==> src/rtl/agc_sq_rupt_ctl.sv <==
// Sequence register (SQ, extend qualifier) with INHINT/IIP ownership and N-way interrupt priority.
// Optional IIP-stuck alarm is built when AGC_SQ_RUPT_LOCK_EN is defined.
module agc_sq_rupt_ctl #(
   parameter int              SQ_W     = 7,
   parameter int              NRUPT    = 10,
   parameter logic [SQ_W-1:0] RUPT_OP  = SQ_W'(7'h03),
   parameter int              LOCK_CYC = 140
) (
   input  logic                       clk,
   input  logic                       rst,
   input  logic                       gojam,
   input  logic                       wsqg,
   input  logic [SQ_W-1:0]            wl,
   input  logic                       extpls,
   input  logic                       inhpls,
   input  logic                       relpls,
   input  logic                       resume,
   input  logic                       nisq,
   input  logic [NRUPT-1:0]           rupt_req,
   output logic [SQ_W-1:0]            sq,
   output logic                       sqext,
   output logic                       inhint,
   output logic                       iip,
   output logic                       rupt_take,
   output logic [$clog2(NRUPT)-1:0]   rupt_vec,
   output logic [NRUPT-1:0]           pending,
   output logic                       rupt_lock
);

   localparam int VEC_W = $clog2(NRUPT);

   typedef enum logic [1:0] {
      S_IDLE   = 2'd0,
      S_TAKE   = 2'd1,
      S_INRUPT = 2'd2
   } state_t;

   state_t           state_q, state_d;
   logic [SQ_W-1:0]  sq_q, sq_d;
   logic             sqext_q, sqext_d;
   logic             ext_pend_q, ext_pend_d;
   logic             inhint_q, inhint_d;
   logic [NRUPT-1:0] req_q;
   logic [NRUPT-1:0] pend_q, pend_d;
   logic [NRUPT-1:0] rise;
   logic [NRUPT-1:0] pend_clr;
   logic [VEC_W-1:0] vec_q, vec_d;
   logic             take;

   // Channel 0 has the highest priority, so the lowest set index wins.
   function automatic logic [VEC_W-1:0] lowest_set(input logic [NRUPT-1:0] p);
      logic [VEC_W-1:0] idx;
      idx = '0;
      for (int i = NRUPT - 1; i >= 0; i--) begin
         if (p[i]) idx = VEC_W'(i);
      end
      return idx;
   endfunction

   always_comb begin
      rise       = rupt_req & ~req_q;
      take       = nisq && !inhint_q && (state_q == S_IDLE) && !ext_pend_q && (|pend_q);
      sq_d       = sq_q;
      sqext_d    = sqext_q;
      inhint_d   = inhint_q;
      vec_d      = vec_q;
      pend_clr   = '0;
      state_d    = state_q;
      ext_pend_d = extpls | (ext_pend_q & ~nisq);

      if (nisq)        sqext_d  = ext_pend_q;
      if (inhpls)      inhint_d = 1'b1;
      else if (relpls) inhint_d = 1'b0;
      if (wsqg)        sq_d     = wl;

      if (take) begin
         sq_d     = RUPT_OP;
         sqext_d  = 1'b0;
         vec_d    = lowest_set(pend_q);
         pend_clr = NRUPT'(1) << vec_d;
      end

      // A new rising edge on a channel being taken re-arms it (set beats clear).
      pend_d = (pend_q & ~pend_clr) | rise;

      case (state_q)
         S_IDLE:   if (take)   state_d = S_TAKE;
         S_TAKE:   state_d = resume ? S_IDLE : S_INRUPT;
         S_INRUPT: if (resume) state_d = S_IDLE;
         default:  state_d = S_IDLE;
      endcase
   end

   // Async reset cannot sample the request bus, so history is forced to all ones
   // to mask any request already high; the first clock then loads the real levels.
   always_ff @(posedge clk or posedge rst) begin
      if (rst) begin
         state_q    <= S_IDLE;
         sq_q       <= '0;
         sqext_q    <= 1'b0;
         ext_pend_q <= 1'b0;
         inhint_q   <= 1'b1;
         req_q      <= '1;
         pend_q     <= '0;
         vec_q      <= '0;
      end else if (gojam) begin
         state_q    <= S_IDLE;
         sq_q       <= '0;
         sqext_q    <= 1'b0;
         ext_pend_q <= 1'b0;
         inhint_q   <= 1'b1;
         req_q      <= rupt_req;
         pend_q     <= '0;
         vec_q      <= '0;
      end else begin
         state_q    <= state_d;
         sq_q       <= sq_d;
         sqext_q    <= sqext_d;
         ext_pend_q <= ext_pend_d;
         inhint_q   <= inhint_d;
         req_q      <= rupt_req;
         pend_q     <= pend_d;
         vec_q      <= vec_d;
      end
   end

   assign sq        = sq_q;
   assign sqext     = sqext_q;
   assign inhint    = inhint_q;
   assign iip       = (state_q != S_IDLE);
   assign rupt_take = (state_q == S_TAKE);
   assign rupt_vec  = vec_q;
   assign pending   = pend_q;

`ifdef AGC_SQ_RUPT_LOCK_EN
   localparam int LCNT_W = $clog2(LOCK_CYC + 1);

   logic [LCNT_W-1:0] lcnt_q;
   logic              lock_q;

   // lock_q rises at the end of the LOCK_CYC-th consecutive iip cycle.
   always_ff @(posedge clk or posedge rst) begin
      if (rst) begin
         lcnt_q <= '0;
         lock_q <= 1'b0;
      end else if (gojam) begin
         lcnt_q <= '0;
         lock_q <= 1'b0;
      end else begin
         if (!iip)
            lcnt_q <= '0;
         else if (lcnt_q != LCNT_W'(LOCK_CYC))
            lcnt_q <= lcnt_q + 1'b1;
         if (iip && (lcnt_q == LCNT_W'(LOCK_CYC - 1)))
            lock_q <= 1'b1;
      end
   end

   assign rupt_lock = lock_q;
`else
   // Never true for a valid threshold; keeps LOCK_CYC referenced in this build.
   assign rupt_lock = (LOCK_CYC < 0);
`endif

endmodule

==> config.mk <==
export PLATFORM = sky130hd
export DESIGN_NAME = agc_sq_rupt_ctl
export DESIGN_NICKNAME = d
export VERILOG_FILES = /design/src/rtl/agc_sq_rupt_ctl.sv
export SDC_FILE = /design/constraint.sdc
export NUM_CORES = 1
export LEC_CHECK = 0
export CORE_ASPECT_RATIO = 1.2
export CORE_MARGIN = 1
export CORE_UTILIZATION = 40
export CTS_CLUSTER_SIZE = 8
export DETAILED_ROUTE_END_ITERATION = 10
export PLACE_DENSITY = 0.74
export SYNTH_ARGS = -nofsm -noshare
export SYNTH_HDL_FRONTEND = slang
export SYNTH_SLANG_ARGS = --single-unit
==> constraint.sdc <==
create_clock -name clk -period 1.9 [get_ports clk]
set_input_delay 0.38 -clock clk [delete_from_list [all_inputs] [get_ports clk]]
set_output_delay 0.38 -clock clk [all_outputs]
set_load 0.1 [all_outputs]
==> Yosys cells after proc, flatten, opt, wreduce, memory -nomap -nowiden <==
Cells that the tools add are included.
{ "totals": {"register_bits": 36, "in_bits": 26, "elab_cells": 65} }
{ "op_classes": {"n_eq_ne": 4, "shifts": 1, "muxes": 30, "n_bitwise": 8, "reduce_logical": 14} }
{ "ops": {"columns": ["cell", "n"], "rows": [
  ["4-bit 2-to-1 mux", 13],
  ["7-bit 2-to-1 mux", 3],
  ["10-bit bitwise AND", 2],
  ["10-bit 2-to-1 mux", 2],
  ["10-bit inverter", 2],
  ["10-bit OR", 1],
  ["10-bit OR reduction", 1],
  ["1-bit by 4-bit << shifter with 10-bit output (first input constant)", 1],
  ["3-bit nonzero test", 3],
  ["2-bit 2-to-1 mux", 4],
  ["1-bit 2-to-1 mux", 7],
  ["3-bit inequality test (second input constant)", 2],
  ["2-bit one-hot mux with 3 select lines", 1],
  ["1-bit logical AND", 4],
  ["2-bit nonzero test", 2],
  ["2-bit by 1-bit == test with 1-bit output (second input constant)", 1],
  ["2-bit == test (second input constant)", 1],
  ["1-bit logical NOT", 2],
  ["2-bit logical NOT", 1],
  ["2-bit AND reduction", 1],
  ["1-bit bitwise AND", 1],
  ["1-bit inverter", 1],
  ["1-bit OR", 1]
]} }

==> Logic depth before layout (Yosys ltp) <==
{ "depth": {"depth_word": 17, "depth_mapped": 5, "mapped_depth_nobuf": 4} }

==> Worst setup path after synthesis <==
No wires, ideal clock.
{ "synth_timing": {"kind": "register -> register", "start": "register pend_q[4] (netlist: pending[4])", "end": "register vec_q[3] (netlist: rupt_vec[3])", "arrival_ps": 2282, "t_required_ps": 1824, "slack_ps": -458, "path_stages_with_launch": 5, "path_buffers": 0, "synth_period_minus_slack_ps": 2358, "cell_sequence": "dfrtp_1 or4_4 or4_4 or3_1 o21ai_2"} }
{ "synth_between": {"elab_chain_cells": 8} }
{ "synth_rtl": {"columns": ["item", "line_no", "text"], "rows": [
  ["from (decl)", "44", "logic [NRUPT-1:0] pend_q, pend_d;"],
  ["from (signal assigned)", "122", "pend_q <= pend_d;"],
  ["4-bit 2-to-1 mux (5 in a row)", "55", "if (p[i]) idx = VEC_W'(i);"],
  ["4-bit 2-to-1 mux (2 in a row)", "76", "if (take) begin"],
  ["4-bit 2-to-1 mux", "106", "end else if (gojam) begin"],
  ["to (signal assigned)", "123", "vec_q <= vec_d;"],
  ["to (decl)", "47", "logic [VEC_W-1:0] vec_q, vec_d;"]
]} }
Several ways; a longest one is shown, not always the timed one. The select of a mux whose other input is x is not followed.
A chain may end at the register's enable or synchronous reset.

==> Worst setup path after layout <==
Ends and elaborated chain as after synthesis.

==> metrics.txt <==
number of routed nets with antenna violations=0; post-layout minimum cycle time=1960 ps; number of synthesized register bits=36; number of global-route vias before repair=1482; crit end category=register; kind of launch point of the worst setup path=register; Congestion Overflow GR=0; number of pins with negative max-slew slack in the final report=0; final layout net count=240; standard cell area after detailed placement=2380 um^2; slowest cell delay on critical path=570 ps; average footprint of a synthesized cell=10.7 um^2; share of the cycle needed by the critical path after routing=1.03; site row count=24; leakage power total=1.07 nW; smallest hold slack=484 ps; routed length on met1=1510 um; first-pass detailed-route iteration total=4; Iter 0 DRT Violations=64; most used standard cell by instance count after synthesis=sky130_fd_sc_hd__dfrtp_1; height of the chip=71.4 um; number of antenna diodes=0; wirelength, routed=4010 um; Reg-to-Reg Start=pending[4]; starting density of the core=0.431; maximum fanout along the worst path=3; topmost layer with routed signal wires=met4; measured slew at the worst slew-check pin=574 ps; total power density per cell area=793 nW/um^2; Final setup viols=2; Max-Cap Viols=0; synth unique cells=37; die footprint=4270 um^2; master of the slowest instance on the critical path=sky130_fd_sc_hd__or4_4; final clock skew=5.11 ps; EDFF count, synth=0; final worst-path setup slack=-58.8 ps; share of the core filled with cells=0.668; global placer's final weighted congestion=0.840; core footprint=3720 um^2; critical path startpoint=pending[4]; total number of H-tree levels=2; cell area after layout=2490 um^2; share of post-route cells with drive strength above 1=0.363; antenna violations before repair=0; Slew Limit Headroom=0.617; classification of the worst-slack hold path=in2async; most common library cells after synthesis=25 x sky130_fd_sc_hd__dfrtp_1, 20 x sky130_fd_sc_hd__nor2_1, 11 x sky130_fd_sc_hd__dfstp_2; unrepaired setup endpoints after global routing=true; clock tree from TritonCTS=done; via density per instance=5.33; peak supply drop=0.510 mV; most frequent cell on the critical path=sky130_fd_sc_hd__or4_4; number of hold buffers added after CTS=0; Net Count, Synth=176; CTS Sinks=36; number of failing hold endpoints at the final stage=0; Synth-to-Final Area Change=54.9%; buffer cell driving the clock tree root=sky130_fd_sc_hd__clkbuf_8; gate family responsible for the most delay along the worst path=simple AND/OR/NAND/NOR gates; DR vias=1422; critical path, cell by cell=or4_4 -> or4_4 -> or3_4 -> o21ai_2; cell count of the worst reg-to-reg path=4; highest attainable clock frequency=511 MHz; Gate Count Post-Synth=150; Routed met3 length=311 um; Synth area leader=sky130_fd_sc_hd__dfrtp_1; violations in the final reports=setup timing; first-pass GRT wire length=6530 um; buffer levels on the longest clock path=2; insertion delay to the later sink of the worst-skew pair=290 ps; number of top-level design ports=52; DRC violations left=0; status=finished, violations left; routed length on met2=2080 um; largest net degree at the start of global routing=37; sequential cell area fraction in the yosys report=0.569; Detailed Place HPWL=2960 um; top cells by area in the synthesized netlist=sky130_fd_sc_hd__dfrtp_1 39%, sky130_fd_sc_hd__dfstp_2 18%, sky130_fd_sc_hd__mux2i_1 5.0%; main flop type after synthesis=sky130_fd_sc_hd__dfrtp_1; Netlist Area Pre-Place=1610 um^2; CTS clk-pin slew, worst paths=70 ps; FFs w/ async S/R, synth=1.00; portion of synthesized cell area occupied by the leading cell type=0.389; WP data arrival=2190 ps; data required time of the worst path=2130 ps; combined global-route utilization of all metal layers=0.210; Die W=59.9 um; synth warn=0; Port Buffer Count=50; worst flop-to-flop path endpoint=rupt_vec[3]; routed wirelength normalized by instance count=15.0 um; number of buffers created by CTS=5; FF-to-FF setup slack=-60 ps; count of buffer and inverter cells on the critical path=0; worst setup path category=reg2reg
-- through the flow --
step	setup slack, ps	instances	total power [mW]	setup TNS, ps
2_1_floorplan	-204	150	1.21	-668
3_5_place_dp	-290	258	1.42	-3330
5_1_grt	-102	267	2.05	-215
4_1_cts	-64.7	266	1.99	-64.7
3_3_place_gp	-191	258	1.41	-1980
6_report	-58.8	267	1.97	-63.4
-- cells by family (layout without fill, tap and decap cells) --
kind of cell / Yosys count / after routing / share of synthesized area
multiplexers: 8 / 8 / 0.0498
flip-flops: 36 / 36 / 0.569
AO/OA/AOI/OAI: 34 / 34 / 0.145
other: 1 / 1 / 0.00233
AND/OR/NAND/NOR: 54 / 54 / 0.188
XOR/XNOR: 1 / 1 / 0.00545
buffers and inverters: 16 / 81 / 0.0397
-- worst max-delay path by stage --
stage	cells after the start	to	slack, ps
6_report	4	rupt_vec[3]	-60
2_1_floorplan	4	rupt_vec[3]	-200
3_3_place_gp	5	rupt_vec[0]	-190
4_1_cts	4	rupt_vec[3]	-60
5_1_grt	4	rupt_vec[3]	-100
3_5_place_dp	5	rupt_vec[0]	-290
-- flip-flops by register name (all words and copies together) (netlist names) --
name and flops:
ext_pend_q 1, inhint 1, rupt_vec 4, state_q 2, pending 10, req_q 10
sq 7, sqext 1
-- cell usage in the layout (no fill, tap or decap), types with 2 or more instances in the layout --
cell type / Yosys / layout
sky130_fd_sc_hd__o31ai_1: 4 / 4
sky130_fd_sc_hd__inv_1: 10 / 10
sky130_fd_sc_hd__clkdlybuf4s50_1: 0 / 25
sky130_fd_sc_hd__clkinv_2: 0 / 2
sky130_fd_sc_hd__dfrtp_2: 0 / 7
sky130_fd_sc_hd__a2111oi_0: 2 / 2
sky130_fd_sc_hd__a211oi_1: 4 / 4
sky130_fd_sc_hd__dfrtp_4: 0 / 3
sky130_fd_sc_hd__buf_12: 0 / 14
sky130_fd_sc_hd__nor3_1: 6 / 5
sky130_fd_sc_hd__dfrtp_1: 25 / 15
sky130_fd_sc_hd__o21ai_0: 5 / 5
sky130_fd_sc_hd__a21oi_1: 9 / 9
sky130_fd_sc_hd__mux2i_1: 8 / 8
sky130_fd_sc_hd__nor2b_1: 8 / 7
sky130_fd_sc_hd__nor2_1: 20 / 20
sky130_fd_sc_hd__clkbuf_8: 0 / 6
sky130_fd_sc_hd__dfstp_2: 11 / 11
sky130_fd_sc_hd__nand2_1: 4 / 3
sky130_fd_sc_hd__or4_4: 2 / 2
sky130_fd_sc_hd__nand2b_1: 6 / 6
sky130_fd_sc_hd__buf_4: 1 / 24
-- area by class of cell --
cell class	count	area, um^2
Multi-Input combinational cell	98	648
Clock buffer	6	82.6
Tap cell	52	65.1
Timing Repair Buffer	63	711
Clock inverter	2	10.0
Inverter	10	37.5
Sequential cell	36	935
Fill cell	304	1230
-- where the power goes --
group / total [mW] / switching, mW / internal [mW]
Combinational: 0.556 / 0.352 / 0.204
Sequential: 0.858 / 0.0395 / 0.819
Clock: 0.560 / 0.271 / 0.289
Total: 1.97 / 0.662 / 1.31
-- worst register-to-register path, stage by stage (launching register included) --
cell                      delay [ps]
sky130_fd_sc_hd__dfrtp_4         470
sky130_fd_sc_hd__or4_4           570
sky130_fd_sc_hd__or4_4           450
sky130_fd_sc_hd__or3_4           350
sky130_fd_sc_hd__o21ai_2          60
-- per-layer routing --
layer | track usage | up-vias
li1 | - | 652
met4 | 0.119 | 0
met2 | 0.360 | 86
met5 | 0 | -
met3 | 0.0578 | 14
met1 | 0.227 | 670
-- repair_timing --
item	in CTS	in global routing
gates cloned	0	0
pin swaps	1	1
resized for setup	1	2
setup endpoints to repair	3	14
hold endpoints to repair	0	0
buffers inserted	0	1
(Power assumes the default switching activity.)
